`src/rtl/ozpart_sched_pkg.sv`:
```
// ozpart_sched_pkg
// Shared types and default sizes for the Addr_FSM tile scheduler.
//   sched_state_t  : scheduler state encoding
//   *_DEF          : default parameter values for the scheduler and watchdog
//   ADDR_CNT_W     : width of the per-run address counter
package ozpart_sched_pkg;

    localparam int LIN_WIDTH_DEF = 10;
    localparam int TILE_W_DEF    = 8;
    localparam int TO_W_DEF      = 12;
    localparam int ADDR_CNT_W    = 16;

    typedef enum logic [2:0] {
        ST_IDLE,
        ST_CLR,
        ST_LAUNCH,
        ST_RUN,
        ST_NEXT,
        ST_DRAIN,
        ST_FAULT
    } sched_state_t;

    // States in which a run is in progress.
    function automatic logic is_busy_state(input sched_state_t s);
        return (s == ST_CLR) || (s == ST_LAUNCH) || (s == ST_RUN) ||
               (s == ST_NEXT) || (s == ST_DRAIN);
    endfunction

    // States in which the generator is released from reset.
    function automatic logic is_gen_live_state(input sched_state_t s);
        return (s == ST_LAUNCH) || (s == ST_RUN) || (s == ST_NEXT) ||
               (s == ST_DRAIN);
    endfunction

endpackage

```
`src/rtl/sched_watchdog.sv`:
```
// sched_watchdog
// TO_W-bit up-counter that flags a tile which runs too long.
//   clk, res : clock, asynchronous active-low reset
//   clear    : force the count to zero (takes precedence over enable)
//   enable   : count this cycle; the counter sticks at its maximum
//   expired  : high in the enabled cycle whose increment reaches the maximum,
//              so a tile gets exactly 2^TO_W-1 RUN cycles before it is cut off
module sched_watchdog
    import ozpart_sched_pkg::*;
#(
    parameter int TO_W = TO_W_DEF
) (
    input  logic clk,
    input  logic res,
    input  logic clear,
    input  logic enable,
    output logic expired
);

    localparam logic [TO_W-1:0] CNT_MAX = '1;

    logic [TO_W-1:0] cnt_q;
    logic [TO_W-1:0] cnt_d;

    always_comb begin
        cnt_d = cnt_q;
        if (clear) begin
            cnt_d = '0;
        end else if (enable && (cnt_q != CNT_MAX)) begin
            cnt_d = cnt_q + TO_W'(1);
        end
    end

    assign expired = enable && !clear && (cnt_q == (CNT_MAX - TO_W'(1)));

    always_ff @(posedge clk or negedge res) begin
        if (!res) begin
            cnt_q <= '0;
        end else begin
            cnt_q <= cnt_d;
        end
    end

endmodule

```
`src/rtl/ozpart_tile_sched.sv`:
```
// ozpart_tile_sched
// Runs one Addr_FSM instance across a sequence of tiles. For each tile the
// generator is held in reset, given its start address, started, and watched
// until done; the start address then advances by the tile stride.
//   clk, res                  : clock, asynchronous active-low reset
//   cmd_valid/cmd_ready       : command handshake (base, stride, tile count)
//   abort                     : level request to cancel the current run
//   agen_res/start/start_addr : controls to the generator
//   agen_done/error/addr_valid: status from the generator
//   busy, tile_idx            : run in progress, index of the current tile
//   tile_done, all_done       : one-cycle completion pulses
//   err                       : sticky fault flag, cleared on the next accept
//   addr_cnt                  : saturating count of addr_valid cycles this run
// All outputs are registered.
module ozpart_tile_sched
    import ozpart_sched_pkg::*;
#(
    parameter int LIN_WIDTH    = LIN_WIDTH_DEF,
    parameter int TILE_W       = TILE_W_DEF,
    parameter int CLR_CYCLES   = 2,
    parameter int DRAIN_CYCLES = 3,
    parameter int TO_W         = TO_W_DEF
) (
    input  logic                  clk,
    input  logic                  res,
    input  logic                  cmd_valid,
    output logic                  cmd_ready,
    input  logic [LIN_WIDTH-1:0]  cmd_base_addr,
    input  logic [LIN_WIDTH-1:0]  cmd_tile_stride,
    input  logic [TILE_W-1:0]     cmd_tile_count,
    input  logic                  abort,
    output logic                  agen_res,
    output logic                  agen_start,
    output logic [LIN_WIDTH-1:0]  agen_start_addr,
    input  logic                  agen_done,
    input  logic                  agen_error,
    input  logic                  agen_addr_valid,
    output logic                  busy,
    output logic [TILE_W-1:0]     tile_idx,
    output logic                  tile_done,
    output logic                  all_done,
    output logic                  err,
    output logic [ADDR_CNT_W-1:0] addr_cnt
);

    // One phase counter serves both the CLR hold and the DRAIN window.
    localparam int PH_MAX = (CLR_CYCLES > DRAIN_CYCLES) ? CLR_CYCLES : DRAIN_CYCLES;
    localparam int PH_W   = (PH_MAX > 1) ? $clog2(PH_MAX) : 1;
    localparam logic [PH_W-1:0] CLR_LAST   = PH_W'(CLR_CYCLES - 1);
    localparam logic [PH_W-1:0] DRAIN_LAST = PH_W'(DRAIN_CYCLES - 1);

    sched_state_t state_q, state_d;

    logic [PH_W-1:0]       ph_q, ph_d;
    logic [LIN_WIDTH-1:0]  stride_q, stride_d;
    logic [TILE_W-1:0]     count_q, count_d;
    logic [LIN_WIDTH-1:0]  start_addr_q, start_addr_d;
    logic [TILE_W-1:0]     tile_idx_q, tile_idx_d;
    logic                  err_q, err_d;
    logic [ADDR_CNT_W-1:0] addr_cnt_q, addr_cnt_d;
    logic                  tile_done_q, tile_done_d;
    logic                  all_done_q, all_done_d;
    logic                  cmd_ready_q, cmd_ready_d;
    logic                  agen_res_q, agen_res_d;
    logic                  agen_start_q, agen_start_d;
    logic                  busy_q, busy_d;

    logic                  accept;
    logic                  wd_clear;
    logic                  wd_enable;
    logic                  wd_expired;
    logic [LIN_WIDTH:0]    next_addr;

    sched_watchdog #(
        .TO_W (TO_W)
    ) u_watchdog (
        .clk     (clk),
        .res     (res),
        .clear   (wd_clear),
        .enable  (wd_enable),
        .expired (wd_expired)
    );

    // NOTE: every signal assigned in this block gets a default first, so no
    // path through the case statement can leave one unassigned and infer a latch.
    always_comb begin
        state_d      = state_q;
        ph_d         = ph_q;
        stride_d     = stride_q;
        count_d      = count_q;
        start_addr_d = start_addr_q;
        tile_idx_d   = tile_idx_q;
        err_d        = err_q;
        addr_cnt_d   = addr_cnt_q;
        tile_done_d  = 1'b0;
        all_done_d   = 1'b0;
        accept       = 1'b0;
        wd_clear     = 1'b0;
        wd_enable    = 1'b0;

        // One extra bit so a carry out of the address space is visible.
        next_addr = {1'b0, start_addr_q} + {1'b0, stride_q};

        case (state_q)
            ST_IDLE: begin
                if (cmd_valid && cmd_ready_q) begin
                    accept       = 1'b1;
                    stride_d     = cmd_tile_stride;
                    count_d      = cmd_tile_count;
                    start_addr_d = cmd_base_addr;
                    tile_idx_d   = '0;
                    err_d        = 1'b0;
                    addr_cnt_d   = '0;
                    if (cmd_tile_count == '0) begin
                        // Empty run: report completion without touching the generator.
                        all_done_d = 1'b1;
                    end else begin
                        state_d = ST_CLR;
                        ph_d    = '0;
                    end
                end
            end

            ST_CLR: begin
                if (abort) begin
                    state_d = ST_IDLE;
                end else if (ph_q == CLR_LAST) begin
                    state_d = ST_LAUNCH;
                end else begin
                    ph_d = ph_q + PH_W'(1);
                end
            end

            ST_LAUNCH: begin
                wd_clear = 1'b1;
                state_d  = abort ? ST_IDLE : ST_RUN;
            end

            ST_RUN: begin
                wd_enable = 1'b1;
                if (agen_addr_valid && (addr_cnt_q != '1)) begin
                    addr_cnt_d = addr_cnt_q + ADDR_CNT_W'(1);
                end
                // Generator error outranks abort, which outranks done and timeout.
                if (agen_error) begin
                    err_d   = 1'b1;
                    state_d = ST_FAULT;
                end else if (abort) begin
                    state_d = ST_DRAIN;
                    ph_d    = '0;
                end else if (agen_done) begin
                    tile_done_d = 1'b1;
                    state_d     = ST_NEXT;
                end else if (wd_expired) begin
                    err_d   = 1'b1;
                    state_d = ST_FAULT;
                end
            end

            ST_NEXT: begin
                if (abort) begin
                    state_d = ST_DRAIN;
                    ph_d    = '0;
                end else if (tile_idx_q == (count_q - TILE_W'(1))) begin
                    all_done_d = 1'b1;
                    state_d    = ST_IDLE;
                end else if (next_addr[LIN_WIDTH]) begin
                    // Never hand the generator a wrapped start address.
                    err_d   = 1'b1;
                    state_d = ST_FAULT;
                end else begin
                    tile_idx_d   = tile_idx_q + TILE_W'(1);
                    start_addr_d = next_addr[LIN_WIDTH-1:0];
                    state_d      = ST_CLR;
                    ph_d         = '0;
                end
            end

            ST_DRAIN: begin
                // Generator keeps running with start low so its valid
                // pipeline empties; addr_cnt is deliberately not updated.
                if (ph_q == DRAIN_LAST) begin
                    state_d = ST_IDLE;
                end else begin
                    ph_d = ph_q + PH_W'(1);
                end
            end

            ST_FAULT: begin
                state_d = ST_IDLE;
            end

            default: begin
                state_d = ST_IDLE;
            end
        endcase

        // Control outputs are decoded from the next state so they are
        // registered yet line up with the state they belong to.
        cmd_ready_d  = (state_d == ST_IDLE) && !accept;
        agen_res_d   = is_gen_live_state(state_d);
        agen_start_d = (state_d == ST_LAUNCH);
        busy_d       = is_busy_state(state_d);
    end

    // NOTE: sequential state uses non-blocking assignments only, so every flop
    // samples the values from before the edge regardless of block ordering.
    always_ff @(posedge clk or negedge res) begin
        if (!res) begin
            state_q      <= ST_IDLE;
            ph_q         <= '0;
            stride_q     <= '0;
            count_q      <= '0;
            start_addr_q <= '0;
            tile_idx_q   <= '0;
            err_q        <= 1'b0;
            addr_cnt_q   <= '0;
            tile_done_q  <= 1'b0;
            all_done_q   <= 1'b0;
            cmd_ready_q  <= 1'b0;
            agen_res_q   <= 1'b0;
            agen_start_q <= 1'b0;
            busy_q       <= 1'b0;
        end else begin
            state_q      <= state_d;
            ph_q         <= ph_d;
            stride_q     <= stride_d;
            count_q      <= count_d;
            start_addr_q <= start_addr_d;
            tile_idx_q   <= tile_idx_d;
            err_q        <= err_d;
            addr_cnt_q   <= addr_cnt_d;
            tile_done_q  <= tile_done_d;
            all_done_q   <= all_done_d;
            cmd_ready_q  <= cmd_ready_d;
            agen_res_q   <= agen_res_d;
            agen_start_q <= agen_start_d;
            busy_q       <= busy_d;
        end
    end

    assign cmd_ready       = cmd_ready_q;
    assign agen_res        = agen_res_q;
    assign agen_start      = agen_start_q;
    assign agen_start_addr = start_addr_q;
    assign busy            = busy_q;
    assign tile_idx        = tile_idx_q;
    assign tile_done       = tile_done_q;
    assign all_done        = all_done_q;
    assign err             = err_q;
    assign addr_cnt        = addr_cnt_q;

endmodule

```
`config.mk`:
```
export PLATFORM = sky130hd
export DESIGN_NAME = ozpart_tile_sched
export DESIGN_NICKNAME = d
export VERILOG_FILES = /design/src/rtl/ozpart_sched_pkg.sv /design/src/rtl/sched_watchdog.sv /design/src/rtl/ozpart_tile_sched.sv
export SDC_FILE = /design/constraint.sdc
export NUM_CORES = 1
export LEC_CHECK = 0
export ABC_AREA = 0
export CELL_PAD_IN_SITES_DETAIL_PLACEMENT = 1
export CELL_PAD_IN_SITES_GLOBAL_PLACEMENT = 1
export CORE_ASPECT_RATIO = 1.75
export CORE_UTILIZATION = 40
export CTS_CLUSTER_DIAMETER = 150
export CTS_CLUSTER_SIZE = 28
export DETAILED_ROUTE_END_ITERATION = 8
export GPL_TIMING_DRIVEN = 0
export PLACE_DENSITY_LB_ADDON = 0.1
export SLEW_MARGIN = 20
export SYNTH_ARGS = -nofsm -noshare
export SYNTH_HDL_FRONTEND = slang
export SYNTH_HIERARCHICAL = 1
export SYNTH_SLANG_ARGS = --single-unit
export TNS_END_PERCENT = 50
```
`constraint.sdc`:
```
create_clock -name clk -period 3.7 [get_ports clk]
set_input_delay 0.74 -clock clk [delete_from_list [all_inputs] [get_ports clk]]
set_output_delay 0.74 -clock clk [all_outputs]
set_load 0.02 [all_outputs]
```
==> qor.log <==
INFO  clock_tree     clockBufferDepth=2
INFO  yosys          synth_edf_count=0
INFO  sta            max_freq=0.3070GHz
INFO  yosys          synth-seq-cells=76
INFO  yosys          synth_cell_type_count=58
INFO  yosys          syn-instance-count=495
INFO  finish         final_layout_size_suffix_gt1_frac=0.06485
INFO  yosys          synth-main-ff-cell=sky130_fd_sc_hd__dfrtp_1
INFO  power_and_ir_drop clock_power_share=0.212
INFO  sta            rsz0062_at_grt=false
INFO  die            core.rowCount=50
INFO  yosys          synth_async_sr_flop_share=1.000
INFO  clock_tree     cts_root_buffer=sky130_fd_sc_hd__clkbuf_16
INFO  clock_tree     cts-buffers-inserted=9
INFO  sta            final_min_period_over_clock_period=0.8803
INFO  yosys          synth.yosys.seq_area_share=0.4340
INFO  global_routing globalRouteOverflowTotal=0
INFO  sta            fin_worst_hold_slack=0.3667ns
INFO  sta            hold_viol=0
INFO  placed_design  dpl.hpwl=9417um
INFO  clock_tree     tritoncts=yes
INFO  clock_tree     cts_repair_resize_count=0
INFO  worst_hold_path min-delay-path-class=input pin to asynchronous set/reset pin
INFO  worst_setup_path cp-end-kind=register
INFO  die            floorplan.initialDensity=0.4096
INFO  die            ios=76
INFO  route          drt_wl_total=12230um
INFO  sta            setup_slack=0.4430ns
INFO  run            maxCapViolCount=0
INFO  finish         post-route-util=0.5221
INFO  power_and_ir_drop power.internal=2.273mW
INFO  die            die_outline_area=11390squm
INFO  sta            worst-slew-pin-transition=0.6538ns
INFO  run_status     status=complete, no violations
INFO  finish         antennaDiodeCount=0
INFO  finish         num-nets-final=634
INFO  finish         fin_area=5585squm
INFO  power_and_ir_drop total_power_per_unit_cell_area=714.5nW/um^2
INFO  global_routing grtUsageTotal=0.2368
INFO  yosys          synthesis.area_per_instance=8.852squm
INFO  global_routing grt_pass1_wl=20650um
INFO  clock_tree     clk_latency=0.34ns
INFO  placed_design  routabilityCongestion=0.8297
INFO  route          detailedRoute.firstPassIterationCount=4
INFO  power_and_ir_drop irDropWorstVdd=0.0003555V
INFO  placed_design  detailed_place.area=5303squm
INFO  die            core=10700squm
INFO  die            die_y=140.5um
INFO  power_and_ir_drop p_comb_frac=0.471
INFO  clock_tree     htree_levels=3
INFO  sta            period_needed=3.257ns
INFO  sta            setup_violations=0
INFO  placed_design  dp_slack=0.3948ns
INFO  worst_setup_path r2r_setup_slack=0.44ns
INFO  clock_tree     cts_post_setup_buffers_inserted=0
INFO  die            floorplan.die.width=81.12um
INFO  yosys          syn_nets=548
INFO  route          drt_drc_violations_left=0
INFO  worst_setup_path crit_type=register to register
INFO  global_routing grt_antenna_before_repair=0
INFO  worst_setup_path arrival=3.49ns
INFO  power_and_ir_drop power.sequential.fraction=0.317
INFO  placed_design  portBuffers=74
INFO  sta            max_slew_margin=0.5625
INFO  clock_tree     clkSlewWorstSetupHoldPaths=0.07ns
INFO  route          routedWlPerCell=17.09um
INFO  power_and_ir_drop total_switching_power=1.718mW
INFO  power_and_ir_drop switching_share=0.4305
INFO  yosys          yosys_warnings=6
INFO  worst_setup_path crit_path_start_kind=register
INFO  global_routing first_global_vias=4359
INFO  route          detail-route-antenna-nets=0
INFO  global_routing grt_start_max_net_pins=40
INFO  clock_tree     cts-hold-fix-buffers=0
INFO  route          dr.first_iter.drc_count=149
INFO  clock_tree     cts_sinks=76
INFO  route          dr_total_vias=3994
INFO  finish         syn2layout_area_growth=27.47%
INFO  yosys          syn_area=4382squm
INFO  sta            drv_slew=0
INFO  sta            fin_worst_skew=0.007331ns
INFO  worst_setup_path worst-path-max-fanout=6
INFO  route          vias_per_cell=5.578
INFO  power_and_ir_drop static-leakage-power=2.459nW
INFO  worst_setup_path cp_data_required_time=3.93ns
[path summary, 6_finish.rpt]
| path | start | to | cells past startpoint |
|---|---|---|---|
| setup / recovery | agen_start_addr[0] | ph_q[1] | 11 |
| hold / removal | res | u_watchdog/cnt_q[9] | 1 |
| min in group clk | stride_q[3] | stride_q[3] | 2 |
| hold reg to reg | stride_q[3] | stride_q[3] | 2 |
| max in group asynchronous | res | agen_start_addr[8] | 2 |
| setup reg to reg | agen_start_addr[0] | ph_q[1] | 11 |
[routing by layer]
layer | part of all wire | GRT usage
met1 | 0.38 | 0.2433
met5 | 0 | 0
met3 | 0.022 | 0.03453
met2 | 0.58 | 0.4511
met4 | 0.024 | 0.1053
[final cells by class]
cell class	count	area [sq um]
multi-input combinational	383	2327
timing repair buffer	75	758.2
clock inverter	7	57.56
buffer	16	77.57
tap	130	162.7
fill	1291	5112
sequential	76	1902
inverter	20	75.07
clock buffer	9	225.2
[stage by stage]
step / TNS, ns / power (mW) / std cells
2_1_floorplan: 0 / 2.504 / 495
3_3_place_gp: -73.09 / 3.078 / 699
3_5_place_dp: 0 / 3.168 / 700
4_1_cts: 0 / 4.045 / 716
5_1_grt: 0 / 4.289 / 716
6_report: 0 / 3.991 / 716
[cell usage in the layout, fill, tap and decap left out, drive strengths merged, types with 10 or more instances in the layout]
cell	n
nand3	18
nor2	45
nor3	12
xnor2	12
xor2	19
or3	10
inv	24
nand4	13
clkdlybuf4s50	73
ha	17
clkbuf	21
a21oi	31
dfrtp	76
o21ai	37
nand2	90
[sequential cells by signal, indices dropped and copies added, names as in the netlist]
name              cells
addr_cnt             16
agen_res              1
agen_start            1
agen_start_addr      10
all_done              1
busy                  1
cmd_ready             1
count_q               8
err                   1
ph_q                  2
state_q               3
stride_q             10
tile_done             1
tile_idx              8
u_watchdog/cnt_q     12
[synth_stat cells (3+ instances only)]
| master | n | area share |
|---|---|---|
| sky130_fd_sc_hd__nand3_1 | 18 | 0.021 |
| sky130_fd_sc_hd__and4_1 | 3 | 0.0060 |
| sky130_fd_sc_hd__o31ai_1 | 4 | 0.0069 |
| sky130_fd_sc_hd__o21a_1 | 3 | 0.0051 |
| sky130_fd_sc_hd__or3_1 | 9 | 0.013 |
| sky130_fd_sc_hd__and3_1 | 7 | 0.010 |
| sky130_fd_sc_hd__nand2_1 | 90 | 0.077 |
| sky130_fd_sc_hd__clkbuf_1 | 12 | 0.010 |
| sky130_fd_sc_hd__a21oi_1 | 30 | 0.034 |
| sky130_fd_sc_hd__or4_1 | 3 | 0.0051 |
| sky130_fd_sc_hd__nor2b_1 | 5 | 0.0071 |
| sky130_fd_sc_hd__mux2_2 | 3 | 0.0077 |
| sky130_fd_sc_hd__o211ai_1 | 5 | 0.0086 |
| sky130_fd_sc_hd__nor2_1 | 45 | 0.039 |
| sky130_fd_sc_hd__nand2b_1 | 5 | 0.0071 |
| sky130_fd_sc_hd__mux2i_1 | 4 | 0.0091 |
| sky130_fd_sc_hd__nand4_1 | 10 | 0.014 |
| sky130_fd_sc_hd__nor4_1 | 4 | 0.0057 |
| sky130_fd_sc_hd__nor3_1 | 10 | 0.011 |
| sky130_fd_sc_hd__o31a_1 | 4 | 0.0080 |
| sky130_fd_sc_hd__dfrtp_1 | 76 | 0.43 |
| sky130_fd_sc_hd__inv_1 | 20 | 0.017 |
| sky130_fd_sc_hd__xnor2_1 | 12 | 0.024 |
| sky130_fd_sc_hd__o21ai_1 | 3 | 0.0034 |
| sky130_fd_sc_hd__o21ai_0 | 33 | 0.038 |
| sky130_fd_sc_hd__xor2_1 | 19 | 0.038 |
| sky130_fd_sc_hd__ha_1 | 17 | 0.049 |
[logic make-up after synthesis]
family,Yosys count,synth area share
buffers and inverters,36,0.03484
xor gates and xnor gates,31,0.06196
AOI/OAI and AO/OA,103,0.1451
and+or+nand+nor,224,0.2541
adders and majority gates,18,0.05311
DFF,76,0.4340
muxes,7,0.01685
[worst max-delay path, stage by stage (launching register included)]
cell and delay (ns):
sky130_fd_sc_hd__dfrtp_1 0.38, sky130_fd_sc_hd__ha_1 0.18, sky130_fd_sc_hd__inv_1 0.05, sky130_fd_sc_hd__fa_1 0.41, sky130_fd_sc_hd__nor2b_1 0.24, sky130_fd_sc_hd__o31a_1 0.22, sky130_fd_sc_hd__o21ai_1 0.12, sky130_fd_sc_hd__o21ai_1 0.37
sky130_fd_sc_hd__inv_1 0.15, sky130_fd_sc_hd__o31ai_2 0.46, sky130_fd_sc_hd__nand2b_1 0.22, sky130_fd_sc_hd__mux2_2 0.34
[power by group through the flow]
| stage | logic [mW] | clock network [mW] | registers (mW) |
|---|---|---|---|
| finish | 1.88 | 0.846 | 1.27 |
| detailed placement | 1.89 | 0 | 1.28 |
| global route | 2.10 | 0.897 | 1.29 |
| floorplan | 1.17 | 0 | 1.33 |
| CTS | 1.91 | 0.873 | 1.27 |
| global placement | 1.81 | 0 | 1.27 |
(Power assumes the default switching activity.)
